===== config.mk =====
export PLATFORM = sky130hd
export DESIGN_NAME = regfile_write_arbiter_flat
export DESIGN_NICKNAME = d
export VERILOG_FILES = /design/src/rtl/regfile_pkg.sv /design/src/rtl/regfile_write_arbiter_if.sv /design/src/rtl/regfile_write_arbiter.sv /design/src/flat_wrapper.sv
export SDC_FILE = /design/constraint.sdc
export NUM_CORES = 1
export LEC_CHECK = 0
export CAP_MARGIN = 20
export CORE_MARGIN = 2
export CORE_UTILIZATION = 21
export CTS_BUF_LIST = sky130_fd_sc_hd__clkbuf_8
export DETAILED_ROUTE_END_ITERATION = 8
export PLACE_DENSITY_LB_ADDON = 0.08
export SYNTH_ARGS = -nofsm -noshare
export SYNTH_HDL_FRONTEND = slang
export SYNTH_SLANG_ARGS = --single-unit

===== constraint.sdc =====
create_clock -name clk -period 1.15 [get_ports clk]
set_input_delay 0.115 -clock clk [delete_from_list [all_inputs] [get_ports clk]]
set_output_delay 0.115 -clock clk [all_outputs]
set_load 0.005 [all_outputs]

===== src/rtl/regfile_pkg.sv =====
// Shared register-file constants, virtual read-only register indices and arbiter state type.
package regfile_pkg;

  localparam int unsigned NUM_REGS = 16;
  localparam int unsigned ADDR_W   = 4;
  localparam int unsigned DATA_W   = 16;

  // r14 reads back the PC and r15 reads the IO port; neither holds stored data.
  localparam logic [ADDR_W-1:0] PC_REG = 4'hE;
  localparam logic [ADDR_W-1:0] IO_REG = 4'hF;

  typedef enum logic [0:0] {
    ARB_IDLE,
    ARB_FORCE
  } arb_state_e;

  function automatic logic is_ro_addr(input logic [ADDR_W-1:0] addr);
    return (addr == PC_REG) || (addr == IO_REG);
  endfunction

endpackage


===== src/rtl/regfile_write_arbiter_if.sv =====
// Bundle of writeback, IO-loader and register-file write-port signals around the arbiter.
interface regfile_write_arbiter_if #(
  parameter int unsigned WIDTH        = 16,
  parameter int unsigned ADDRESSWIDTH = 4
);

  logic                    wb_we;
  logic [ADDRESSWIDTH-1:0] wb_wa;
  logic [WIDTH-1:0]        wb_wd;

  logic                    io_valid;
  logic [ADDRESSWIDTH-1:0] io_addr;
  logic [WIDTH-1:0]        io_data;
  logic                    io_ready;

  logic                    stall_wb;

  logic                    we3;
  logic [ADDRESSWIDTH-1:0] wa3;
  logic [WIDTH-1:0]        wd3;

  logic                    bad_write;
  logic                    bad_write_sticky;

  // Arbiter side.
  modport slave (
    input  wb_we, wb_wa, wb_wd, io_valid, io_addr, io_data,
    output io_ready, stall_wb, we3, wa3, wd3, bad_write, bad_write_sticky
  );

  // Pipeline / loader / register-file side.
  modport master (
    output wb_we, wb_wa, wb_wd, io_valid, io_addr, io_data,
    input  io_ready, stall_wb, we3, wa3, wd3, bad_write, bad_write_sticky
  );

endinterface


===== src/rtl/regfile_write_arbiter.sv =====
// Arbitrates the register file write port between writeback (priority) and the IO loader,
// with a starvation-forced stall cycle and dropping of writes to read-only r14/r15.
module regfile_write_arbiter
  import regfile_pkg::*;
#(
  parameter int unsigned WIDTH        = 16,
  parameter int unsigned ADDRESSWIDTH = 4,
  parameter int unsigned STARVE_LIMIT = 4
) (
  input logic                   clk,
  input logic                   reset,
  regfile_write_arbiter_if.slave bus
);

  localparam int unsigned CntW = (STARVE_LIMIT > 1) ? $clog2(STARVE_LIMIT) : 1;
  localparam logic [CntW-1:0] CntLast = CntW'(STARVE_LIMIT - 1);

  arb_state_e      r_state, w_state_d;
  logic [CntW-1:0] r_cnt, w_cnt_d;
  logic            r_bad, r_sticky;

  logic                    w_wb_grant, w_io_grant, w_grant, w_ro, w_bad;
  logic [ADDRESSWIDTH-1:0] w_addr;
  logic [WIDTH-1:0]        w_data;

  always_comb begin
    w_wb_grant   = 1'b0;
    bus.io_ready = 1'b0;
    if (!reset) begin
      if (r_state == ARB_FORCE) begin
        bus.io_ready = 1'b1;
      end else if (bus.wb_we) begin
        w_wb_grant = 1'b1;
      end else begin
        bus.io_ready = 1'b1;
      end
    end
    w_io_grant = bus.io_ready & bus.io_valid;
    w_grant    = w_wb_grant | w_io_grant;
  end

  always_comb begin
    w_addr = '0;
    w_data = '0;
    if (w_wb_grant) begin
      w_addr = bus.wb_wa;
      w_data = bus.wb_wd;
    end else if (w_io_grant) begin
      w_addr = bus.io_addr;
      w_data = bus.io_data;
    end
    w_ro = is_ro_addr(ADDR_W'(w_addr));
    w_bad = w_grant & w_ro;
  end

  assign bus.we3              = w_grant & ~w_ro;
  assign bus.wa3              = w_addr;
  assign bus.wd3              = w_data;
  assign bus.stall_wb         = (r_state == ARB_FORCE);
  assign bus.bad_write        = r_bad;
  assign bus.bad_write_sticky = r_sticky;

  always_comb begin
    w_state_d = r_state;
    w_cnt_d   = '0;
    unique case (r_state)
      ARB_IDLE: begin
        // Only a request left waiting this cycle counts towards starvation.
        if (bus.io_valid && !bus.io_ready) begin
          if (r_cnt == CntLast) begin
            w_state_d = ARB_FORCE;
          end else begin
            w_cnt_d = r_cnt + 1'b1;
          end
        end
      end
      ARB_FORCE: w_state_d = ARB_IDLE;
      default:   w_state_d = ARB_IDLE;
    endcase
  end

  always_ff @(posedge clk) begin
    if (reset) begin
      r_state  <= ARB_IDLE;
      r_cnt    <= '0;
      r_bad    <= 1'b0;
      r_sticky <= 1'b0;
    end else begin
      r_state  <= w_state_d;
      r_cnt    <= w_cnt_d;
      r_bad    <= w_bad;
      r_sticky <= r_sticky | w_bad;
    end
  end

endmodule

===== src/flat_wrapper.sv =====
// flat-port wrapper written by rule: the top's interface ports become plain ports
module regfile_write_arbiter_flat import regfile_pkg::*;
#(
  parameter int unsigned WIDTH        = 16,
  parameter int unsigned ADDRESSWIDTH = 4,
  parameter int unsigned STARVE_LIMIT = 4
)
  (clk, reset, bus_wb_we, bus_wb_wa, bus_wb_wd, bus_io_valid, bus_io_addr, bus_io_data, bus_io_ready, bus_stall_wb, bus_we3, bus_wa3, bus_wd3, bus_bad_write, bus_bad_write_sticky);
  regfile_write_arbiter_if #(.WIDTH(WIDTH), .ADDRESSWIDTH(ADDRESSWIDTH)) bus_i ();
  input logic clk;
  input logic reset;
  input wire logic [$bits(bus_i.wb_we)-1:0] bus_wb_we;
  input wire logic [$bits(bus_i.wb_wa)-1:0] bus_wb_wa;
  input wire logic [$bits(bus_i.wb_wd)-1:0] bus_wb_wd;
  input wire logic [$bits(bus_i.io_valid)-1:0] bus_io_valid;
  input wire logic [$bits(bus_i.io_addr)-1:0] bus_io_addr;
  input wire logic [$bits(bus_i.io_data)-1:0] bus_io_data;
  output wire logic [$bits(bus_i.io_ready)-1:0] bus_io_ready;
  output wire logic [$bits(bus_i.stall_wb)-1:0] bus_stall_wb;
  output wire logic [$bits(bus_i.we3)-1:0] bus_we3;
  output wire logic [$bits(bus_i.wa3)-1:0] bus_wa3;
  output wire logic [$bits(bus_i.wd3)-1:0] bus_wd3;
  output wire logic [$bits(bus_i.bad_write)-1:0] bus_bad_write;
  output wire logic [$bits(bus_i.bad_write_sticky)-1:0] bus_bad_write_sticky;
  assign bus_i.wb_we = bus_wb_we;
  assign bus_i.wb_wa = bus_wb_wa;
  assign bus_i.wb_wd = bus_wb_wd;
  assign bus_i.io_valid = bus_io_valid;
  assign bus_i.io_addr = bus_io_addr;
  assign bus_i.io_data = bus_io_data;
  assign bus_io_ready = bus_i.io_ready;
  assign bus_stall_wb = bus_i.stall_wb;
  assign bus_we3 = bus_i.we3;
  assign bus_wa3 = bus_i.wa3;
  assign bus_wd3 = bus_i.wd3;
  assign bus_bad_write = bus_i.bad_write;
  assign bus_bad_write_sticky = bus_i.bad_write_sticky;
  regfile_write_arbiter #(.WIDTH(WIDTH), .ADDRESSWIDTH(ADDRESSWIDTH), .STARVE_LIMIT(STARVE_LIMIT)) u_core (.clk(clk), .reset(reset), .bus(bus_i));
endmodule

== Word-level counts from Yosys, hierarchy flattened ==
Cells that the tools add are included.
Cells by class
  add/sub/neg operators: 1
  eq/ne operators: 3
  multiplexer cells: 13
  bitwise gates (word level): 8
  reduce and logical (&&, ||, !) cells: 4
Operators with widths (count)
  $mux 16: 2
  $eq 4x4->1 const B: 2
  $mux 1: 8
  $mux 4: 2
  $reduce_or 4->1: 1
  $and 1x1->1: 3
  $not 1->1: 3
  $add 2x1->2 const B: 1
  $eq 2x2->1 const B: 1
  $or 1x1->1: 2
  $pmux 1 s2: 1
  $logic_and 1x1->1: 1
  $logic_not 1->1: 1
  $logic_or 1x1->1: 1
Word-level totals
  register bits after elaboration: 5
  output and inout bits: 25

== Logic depth before layout (Yosys ltp) ==
Gate-level depths: netlist of run 1.
  depth after elaboration: 10
  mapped depth: 6

== Least setup slack after synthesis of run 1 ==
No wires, ideal clock.
  kind: reg-to-output
  start: register u_core.r_state, in the netlist u_core.bus.stall_wb
  end: output port bus_wa3[0]
  data arrival time: 1149 ps
  required time: 1035 ps
  slack: -114 ps
  cell stages (with the launch flop): 6
  buffers on the path: 2
  cells stage by stage: dfxtp_1 nand2b_4 and3_1 buf_6 buf_6 a22o_1
On the way
  cells in the longest elaborated chain, start to end: 5
  elaborated cells between the ends (all ways): 7
RTL lines
  from (decl): RTL line regfile_write_arbiter.sv:18  | arb_state_e r_state, w_state_d;
  from (signal assigned): RTL line regfile_write_arbiter.sv:89  | r_state <= w_state_d;
  $mux 1: RTL line regfile_write_arbiter.sv:30  | if (r_state == ARB_FORCE) begin
  $mux 1: RTL line regfile_write_arbiter.sv:29  | if (!reset) begin
  $and 1x1->1: RTL line regfile_write_arbiter.sv:38  | w_io_grant = bus.io_ready & bus.io_valid;
  $mux 4: RTL line regfile_write_arbiter.sv:48  | end else if (w_io_grant) begin
  $mux 4 *: RTL line regfile_write_arbiter.sv:45  | if (w_wb_grant) begin
  to (decl): RTL line flat_wrapper.sv:21  | output wire logic [$bits(bus_i.wa3)-1:0] bus_wa3;
Every way passes the cells marked *; elsewhere a longest branch is shown, timed or not.

== Worst setup path after layout of run 1 ==
  start: register u_core.r_state, in the netlist u_core.bus.stall_wb
  end: output port bus_we3
On the way
  cells in the longest elaborated chain, start to end: 9
  elaborated cells between the ends (all ways): 13
RTL lines
  $mux 1: RTL line regfile_write_arbiter.sv:30
  $mux 1: RTL line regfile_write_arbiter.sv:29
  $and 1x1->1: RTL line regfile_write_arbiter.sv:38
  $mux 4: RTL line regfile_write_arbiter.sv:48
  $mux 4: RTL line regfile_write_arbiter.sv:45
  $eq 4x4->1: RTL line regfile_pkg.sv:18  | return (addr == PC_REG) || (addr == IO_REG);
  $logic_or 1x1->1: RTL line regfile_pkg.sv:18
  $not 1->1: RTL line regfile_write_arbiter.sv:56  | assign bus.we3 = w_grant & ~w_ro;
  $and 1x1->1 *: RTL line regfile_write_arbiter.sv:56
  to (decl): RTL line flat_wrapper.sv:20  | output wire logic [$bits(bus_i.we3)-1:0] bus_we3;
Marked as above.

==> results of run 1 <==
==> layout make-up <==
| type | count | area (um2) |
|---|---|---|
| sequential | 5 | 103.9 |
| inverter | 1 | 3.754 |
| multi-input combinational | 45 | 410.4 |
| clock inverter | 1 | 3.754 |
| clock buffer | 3 | 41.29 |
| timing repair buffer | 98 | 864.6 |
| tap | 27 | 33.78 |
| fill | 160 | 540.5 |
==> flip-flops by register name, summed over array words and instances (netlist names) <==
register,cells
u_core.bus.bad_write,1
u_core.bus.stall_wb,1
u_core.r_cnt,2
u_core.bus.bad_write_sticky,1
==> routing by layer <==
metal,global-route usage,vias to the layer above
li1,-,415
met1,0.2238,382
met2,0.4715,55
met5,0,-
met3,0.06548,6
met4,0.06757,0
==> kinds of logic (layout without fill, tap and decap cells) <==
logic type	Yosys count	in the layout	synth area share
AOI/OAI and AO/OA	22	22	0.4100
buffers and inverters	5	103	0.07753
adders and majority gates	1	1	0.02770
DFF	5	5	0.2216
and+or+nand+nor	20	22	0.2631
==> how the worst max path moves through the flow <==
| stage | end | cells after the start |
|---|---|---|
| 2_1_floorplan | bus_wa3[0] | 5 |
| 3_3_place_gp | bus_we3 | 6 |
| 3_5_place_dp | bus_we3 | 7 |
| 4_1_cts | bus_we3 | 6 |
| 5_1_grt | bus_we3 | 6 |
| 6_report | bus_we3 | 6 |
==> repair_timing <==
action,4_1_cts,5_1_grt
setup endpoints to repair,27,27
setup buffers,20,4
hold endpoints to repair,0,0
cloned,3,0
resized for setup,123,8
pin swaps,17,7
==> layout by cell type (no fill, tap or decap) <==
cell / netlist / final
ha_1: 1 / 1
clkdlybuf4s50_1: 0 / 41
inv_1: 0 / 1
buf_6: 2 / 20
nor3_1: 1 / 1
a211oi_2: 1 / 1
nand3_1: 4 / 1
buf_2: 1 / 21
nand2_1: 3 / 2
nor2b_4: 0 / 1
nor3b_2: 1 / 1
and3_1: 3 / 2
nor2_1: 4 / 3
a21o_1: 1 / 1
clkbuf_2: 0 / 1
dfxtp_4: 0 / 1
and3_4: 0 / 3
and3b_1: 1 / 1
dfxtp_1: 5 / 4
nor2_2: 0 / 1
dlygate4sd2_1: 0 / 5
buf_4: 0 / 10
nand3_2: 0 / 3
nand2_4: 0 / 1
a31oi_4: 0 / 1
inv_2: 1 / 1
a22o_1: 17 / 17
nand2b_4: 1 / 1
nor3b_4: 0 / 1
a21oi_2: 0 / 2
clkbuf_8: 0 / 3
==> metrics by stage <==
stage / setup WS, ps / TNS (ps)
3_5_place_dp: -762.5 / -16720
5_1_grt: -495.3 / -7656
2_1_floorplan: -53.64 / -505.2
4_1_cts: -407.5 / -6729
6_report: -409.0 / -6596
3_3_place_gp: -718.4 / -16280
==> report_power, final <==
| part | switching, W | internal [W] |
|---|---|---|
| combinational | 0.000145 | 0.000286 |
| sequential | 0.00000146 | 0.000175 |
| clock | 0.0000827 | 0.000229 |
| total | 0.000229 | 0.000690 |
==> metrics.md, run 1 <==
| Metric | Value |
|---|---|
| Yosys top cell by area | a22o_1 |
| Total die area | 2538 um2 |
| Antenna fix cells | 0 |
| Tot Pwr | 0.0009194 W |
| PD cells | 629.1 nW/um2 |
| Worst Setup SP | u_core.bus.stall_wb |
| Final Slew Violations | 0 |
| Drt total wl | 2982 um |
| CP Data Arrival Time | 1440 ps |
| Largest net degree at the start of global routing | 11 |
| First-pass GRT wire length | 4498 um |
| Leak Pwr | 0.7171 nW |
| Clk_lat worst skew | 220 ps |
| Layout Nets | 199 |
| FF-to-FF setup slack | -240 ps |
| Core area | 2002 um2 |
| Syn nets | 98 |
| Row Count | 16 |
| Layout cells sized above 1 | 0.4771 |
| Min-delay src | u_core.r_cnt[0] |
| Vias in the first global route | 931 |
| Layout area overhead | 223.5% |
| Crit end category | primary output |
| CTS tree | yes |
| Grt ovf | 0 |
| Initial core utilization | 0.2256 |
| Number of max-cap violations | 0 |
| Outcome | complete, but fails checks |
| GRT Util Overall | 0.2335 |
| Dpl cell area | 1216 um2 |
| Final setup fails | 24 |
| Initial antenna violation count | 0 |
| Required @ worst endpoint | 1030 ps |
| Average vias per placed instance | 4.767 |
| Max clock buf depth | 2 |
| Residual DRC count | 0 |
| Htree depth | 1 |
| Commonest cells post-synth | a22o_1, dfxtp_1, nand3_1, nor2_1 |
| CTS Sinks | 5 |
| Hold Fails Final Rpt | 0 |
| Share of the synthesized area in the top cell type | 0.3296 |
| Reg clk slew, reported paths | 40 ps |
| Maximum clock rate | 641.4 MHz |
| Count of cell types in the netlist | 21 |
| Vias | 858 |
| Met3 WL | 278 um |
| Final core occ | 0.7300 |
| Setup ws final | -409.0 ps |
| Crit path cell chain | buf_4 -> and3b_1 -> a31oi_4 -> a211oi_2 -> nor2_1 -> buf_2 |
| Crit path time final | 1559 ps |
| Critical Path Source Type | flip-flop |
| Critical R2R Capture | u_core.bus.bad_write_sticky |
| Synth async-reset ratio | 0 |
| Initial DRC count | 6 |
| Synth warn | 0 |
| Post-route ant nets | 0 |
| Worst Hold End | u_core.r_cnt[0] |
| Hold_ws | 441.4 ps |
| Critical path type | flip-flop to primary output |
| Worst Hold Class | flip-flop to flip-flop |
| Cell family with most CP delay | flip-flops |
| Post-CTS Hold Buffers | 0 |
| Seq/Total Area, Yosys | 0.2216 |
| Slew of the pin with the lowest slew margin | 409.3 ps |
| Max IR drop VDD | 0.0008139 V |
| Cell depth of the worst flop-to-flop path | 6 |
| Count leader, synth | a22o_1 |
| Unrepaired setup endpoints after global routing | true |
| EDFF count, synth | 0 |
| WL met1 | 992 um |
| IO Port Bufs | 68 |
| DR top layer | met4 |
| Hold Crit Depth | 1 |
| Placed Cells | 154 |
| #FFs+latches synth | 5 |
| Post-DP HPWL | 1635 um |
| R2R Path Start | u_core.bus.stall_wb |
| Die H | 50.38 um |
| Slowest CP cell | dfxtp_4 |
| TritonRoute pass-1 iters | 4 |
| Finished Layout Cells | 180 |
| DR WL/cell | 16.57 um |
| Gpl congestion | 0.7255 |
| Syn avg cell area | 8.522 um2 |
| TritonCTS Buffers | 3 |
| Main area contributors after synthesis | a22o_1, dfxtp_1, buf_6 |
| Mapped Area | 451.7 um2 |
| Final Cycle Share | 1.356 |
| Delay of the slowest cell on the worst path | 350 ps |
| Mapped Cells | 53 |
| I/O pins | 69 |
| Commonest register cell after synthesis | dfxtp_1 |
| Horiz. Die Dim | 50.38 um |
| Violated checks | setup timing |
| Final instance area | 1461 um2 |
| Root Driver | clkbuf_8 |
| Clock Skew | 1.858 ps |
| Critical-path maximum fanout | 4 |
| Metal2 WL | 1625 um |
| Buf/Inv on CP | 2 |
| Slew HR | 0.7271 |
Power figures use the tool's default switching activity.
==> run 2, diff against run 1 <==
--- a/config.mk
+++ b/config.mk
@@ -5,7 +5,6 @@
 export SDC_FILE = /design/constraint.sdc
 export NUM_CORES = 1
 export LEC_CHECK = 0
-export CAP_MARGIN = 20
 export CORE_MARGIN = 2
 export CORE_UTILIZATION = 21
 export CTS_BUF_LIST = sky130_fd_sc_hd__clkbuf_8
==> constraint.sdc (replaced) <==
create_clock -name clk -period 1.15 [get_ports clk]
set_input_delay 0.23 -clock clk [delete_from_list [all_inputs] [get_ports clk]]
set_output_delay 0.23 -clock clk [all_outputs]
set_load 0.005 [all_outputs]
==> run 2 against run 1 <==
Net effect:
- the flow still finishes with violations (setup timing)
- cell count grew 0.56%
- sequential share of layout area shrank 0.11 points
- clock skew is essentially flat
- critical path depth is the same
- non-clock buffer count is the same
- combinational power grew 0.9%
- final area grew 1.5%
- highest routed layer unchanged
==> metrics.md, run 2 (synthesis gave the netlist of run 1 again) <==
| Metric | Value |
|---|---|
| Largest net degree at the start of global routing | 9 (was 11) |
| Vias | 851 (was 858) |
| Maximum clock rate | 596.9 MHz (was 641.4 MHz) |
| Leak Pwr | 0.7312 nW (was 0.7171 nW) |
| TritonRoute pass-1 iters | 2 (was 4) |
| Critical path type | input port to primary output (was flip-flop to primary output) |
| Post-DP HPWL | 1773 um (was 1635 um) |
| Commonest non-fill, non-tap cells in the layout | clkdlybuf4s50_1, buf_2, buf_6 (unchanged) |
| Average vias per placed instance | 4.702 (was 4.767) |
| Crit path time final | 1675 ps (was 1559 ps) |
| Core area | 2002 um2 (unchanged) |
| Post-Place Setup Slack | -960.5 ps (was -762.5 ps) |
| Grt ovf | 0 (unchanged) |
| Total die area | 2538 um2 (unchanged) |
| Post-route ant nets | 0 (unchanged) |
| Antenna fix cells | 0 (unchanged) |
| First-pass GRT wire length | 4298 um (was 4498 um) |
| Setup ws final | -525.4 ps (was -409.0 ps) |
| Root Driver | clkbuf_8 (unchanged) |
| Layout Nets | 200 (was 199) |
| Max clock buf depth | 2 (unchanged) |
| Critical Path Source Type | input port (was flip-flop) |
| IO Port Bufs | 68 (unchanged) |
| Unrepaired setup endpoints after global routing | true (unchanged) |
| Hold_ws | 439.6 ps (was 441.4 ps) |
| Clock Skew | 1.729 ps (was 1.858 ps) |
| Max IR drop VDD | 0.001380 V (was 0.0008139 V) |
| Initial antenna violation count | 0 (unchanged) |
| CP Data Arrival Time | 1450 ps (was 1440 ps) |
| Row Count | 16 (unchanged) |
| Final Cycle Share | 1.457 (was 1.356) |
| Final instance area | 1484 um2 (was 1461 um2) |
| Final Slew Violations | 0 (unchanged) |
| Max FFs per register | 2 (unchanged) |
| # fillers | 165 (was 160) |
| Gpl congestion | 0.6830 (was 0.7255) |
| Number of max-cap violations | 0 (unchanged) |
| Layout area overhead | 228.5% (was 223.5%) |
| Critical-path maximum fanout | 8 (was 4) |
| Biggest register | u_core.r_cnt (unchanged) |
| CTS Sinks | 5 (unchanged) |
| Delay of the slowest cell on the worst path | 440 ps (was 350 ps) |
| Drt total wl | 2863 um (was 2982 um) |
| Hold Fails Final Rpt | 0 (unchanged) |
| Dpl cell area | 1239 um2 (was 1216 um2) |
| Horiz. Die Dim | 50.38 um (unchanged) |
| Slew of the pin with the lowest slew margin | 393.6 ps (was 409.3 ps) |
| Violated checks | setup timing (unchanged) |
| Vias in the first global route | 881 (was 931) |
| Slew HR | 0.7376 (was 0.7271) |
| Layout cells sized above 1 | 0.4935 (was 0.4771) |
| Worst Hold Class | flip-flop to flip-flop (unchanged) |
| PD cells | 618.3 nW/um2 (was 629.1 nW/um2) |
| Reg clk slew, reported paths | 30 ps (was 40 ps) |
| Final setup fails | 26 (was 24) |
| Cell family with most CP delay | buffers and inverters (was flip-flops) |
| Die H | 50.38 um (unchanged) |
| Crit path cell chain | dlygate4sd2_1 -> and3_1 -> nand3_1 -> a211oi_2 -> nor2_1 -> buf_2 (was buf_4 -> and3b_1 -> a31oi_4 -> a211oi_2 -> nor2_1 -> buf_2) |
| TritonCTS Buffers | 3 (unchanged) |
| I/O pins | 69 (unchanged) |
| Required @ worst endpoint | 920 ps (was 1030 ps) |
| Slowest CP cell | dlygate4sd2_1 (was dfxtp_4) |
| Clk_lat worst skew | 220 ps (about the same) |
| Crit end category | primary output (unchanged) |
| Residual DRC count | 0 (unchanged) |
| Commonest non-fill, non-tap cell in the layout | clkdlybuf4s50_1 (unchanged) |
| CTS tree | yes (unchanged) |
| Tot Pwr | 0.0009175 W (was 0.0009194 W) |
| Initial DRC count | 13 (was 6) |
| DR WL/cell | 15.82 um (was 16.57 um) |
| Initial core utilization | 0.2256 (unchanged) |
| Outcome | complete, but fails checks (unchanged) |
| Htree depth | 1 (unchanged) |
| GRT Util Overall | 0.2239 (was 0.2335) |
| Buf/Inv on CP | 2 (unchanged) |
run 2: what timing repair did:
item,in CTS,in global routing
hold buffers,0,0
setup endpoints to repair,30,27
pin swaps,18,6
resized for setup,128,9
setup buffers,18,2
gates cloned,3,0
run 2: final cells by class:
type                    count  area, um2  area share
repair buffers             98      867.1      0.5843
multi-input cells          46      427.9      0.2884
flip-flops and latches      5      103.9     0.06998
clock buffers               3      41.29     0.02782
well taps                  27      33.78     0.02277
inverters                   1      6.256    0.004216
clock inverters             1      3.754    0.002530
run 2: metal layers:
layer	vias up	routed length, um	GRT usage
met5	-	0	0
met4	0	17	0.02703
met3	2	269	0.07143
met2	47	1427	0.4254
met1	385	1149	0.2464
li1	417	-	-
run 2: through the flow:
stage | TNS [ps] | instances | utilization
floorplan | -2176 | 53 | -
global placement | -21660 | 157 | 0.6188
detailed placement | -22500 | 157 | 0.6188
CTS | -8705 | 180 | 0.7256
global route | -10500 | 181 | 0.7413
finish | -9009 | 181 | 0.7413
run 2: report_power, final:
| part | internal (W) | total [W] | switching [W] |
|---|---|---|---|
| sequential | 0.000175 | 0.000177 | 0.00000175 |
| clock | 0.000228 | 0.000305 | 0.0000769 |
| combinational | 0.000291 | 0.000435 | 0.000145 |
| total | 0.000694 | 0.000918 | 0.000223 |
run 2: path summary, 6_finish.rpt:
kind / start / end / slack, ps / cells past startpoint
max: bus_io_valid / bus_we3 / -530 / 6
min: u_core.r_cnt[0] / u_core.r_cnt[0] / 440 / 1
max reg2reg: u_core.bus.stall_wb / u_core.bus.bad_write_sticky / -140 / 6
min reg2reg: u_core.r_cnt[0] / u_core.r_cnt[0] / 440 / 1
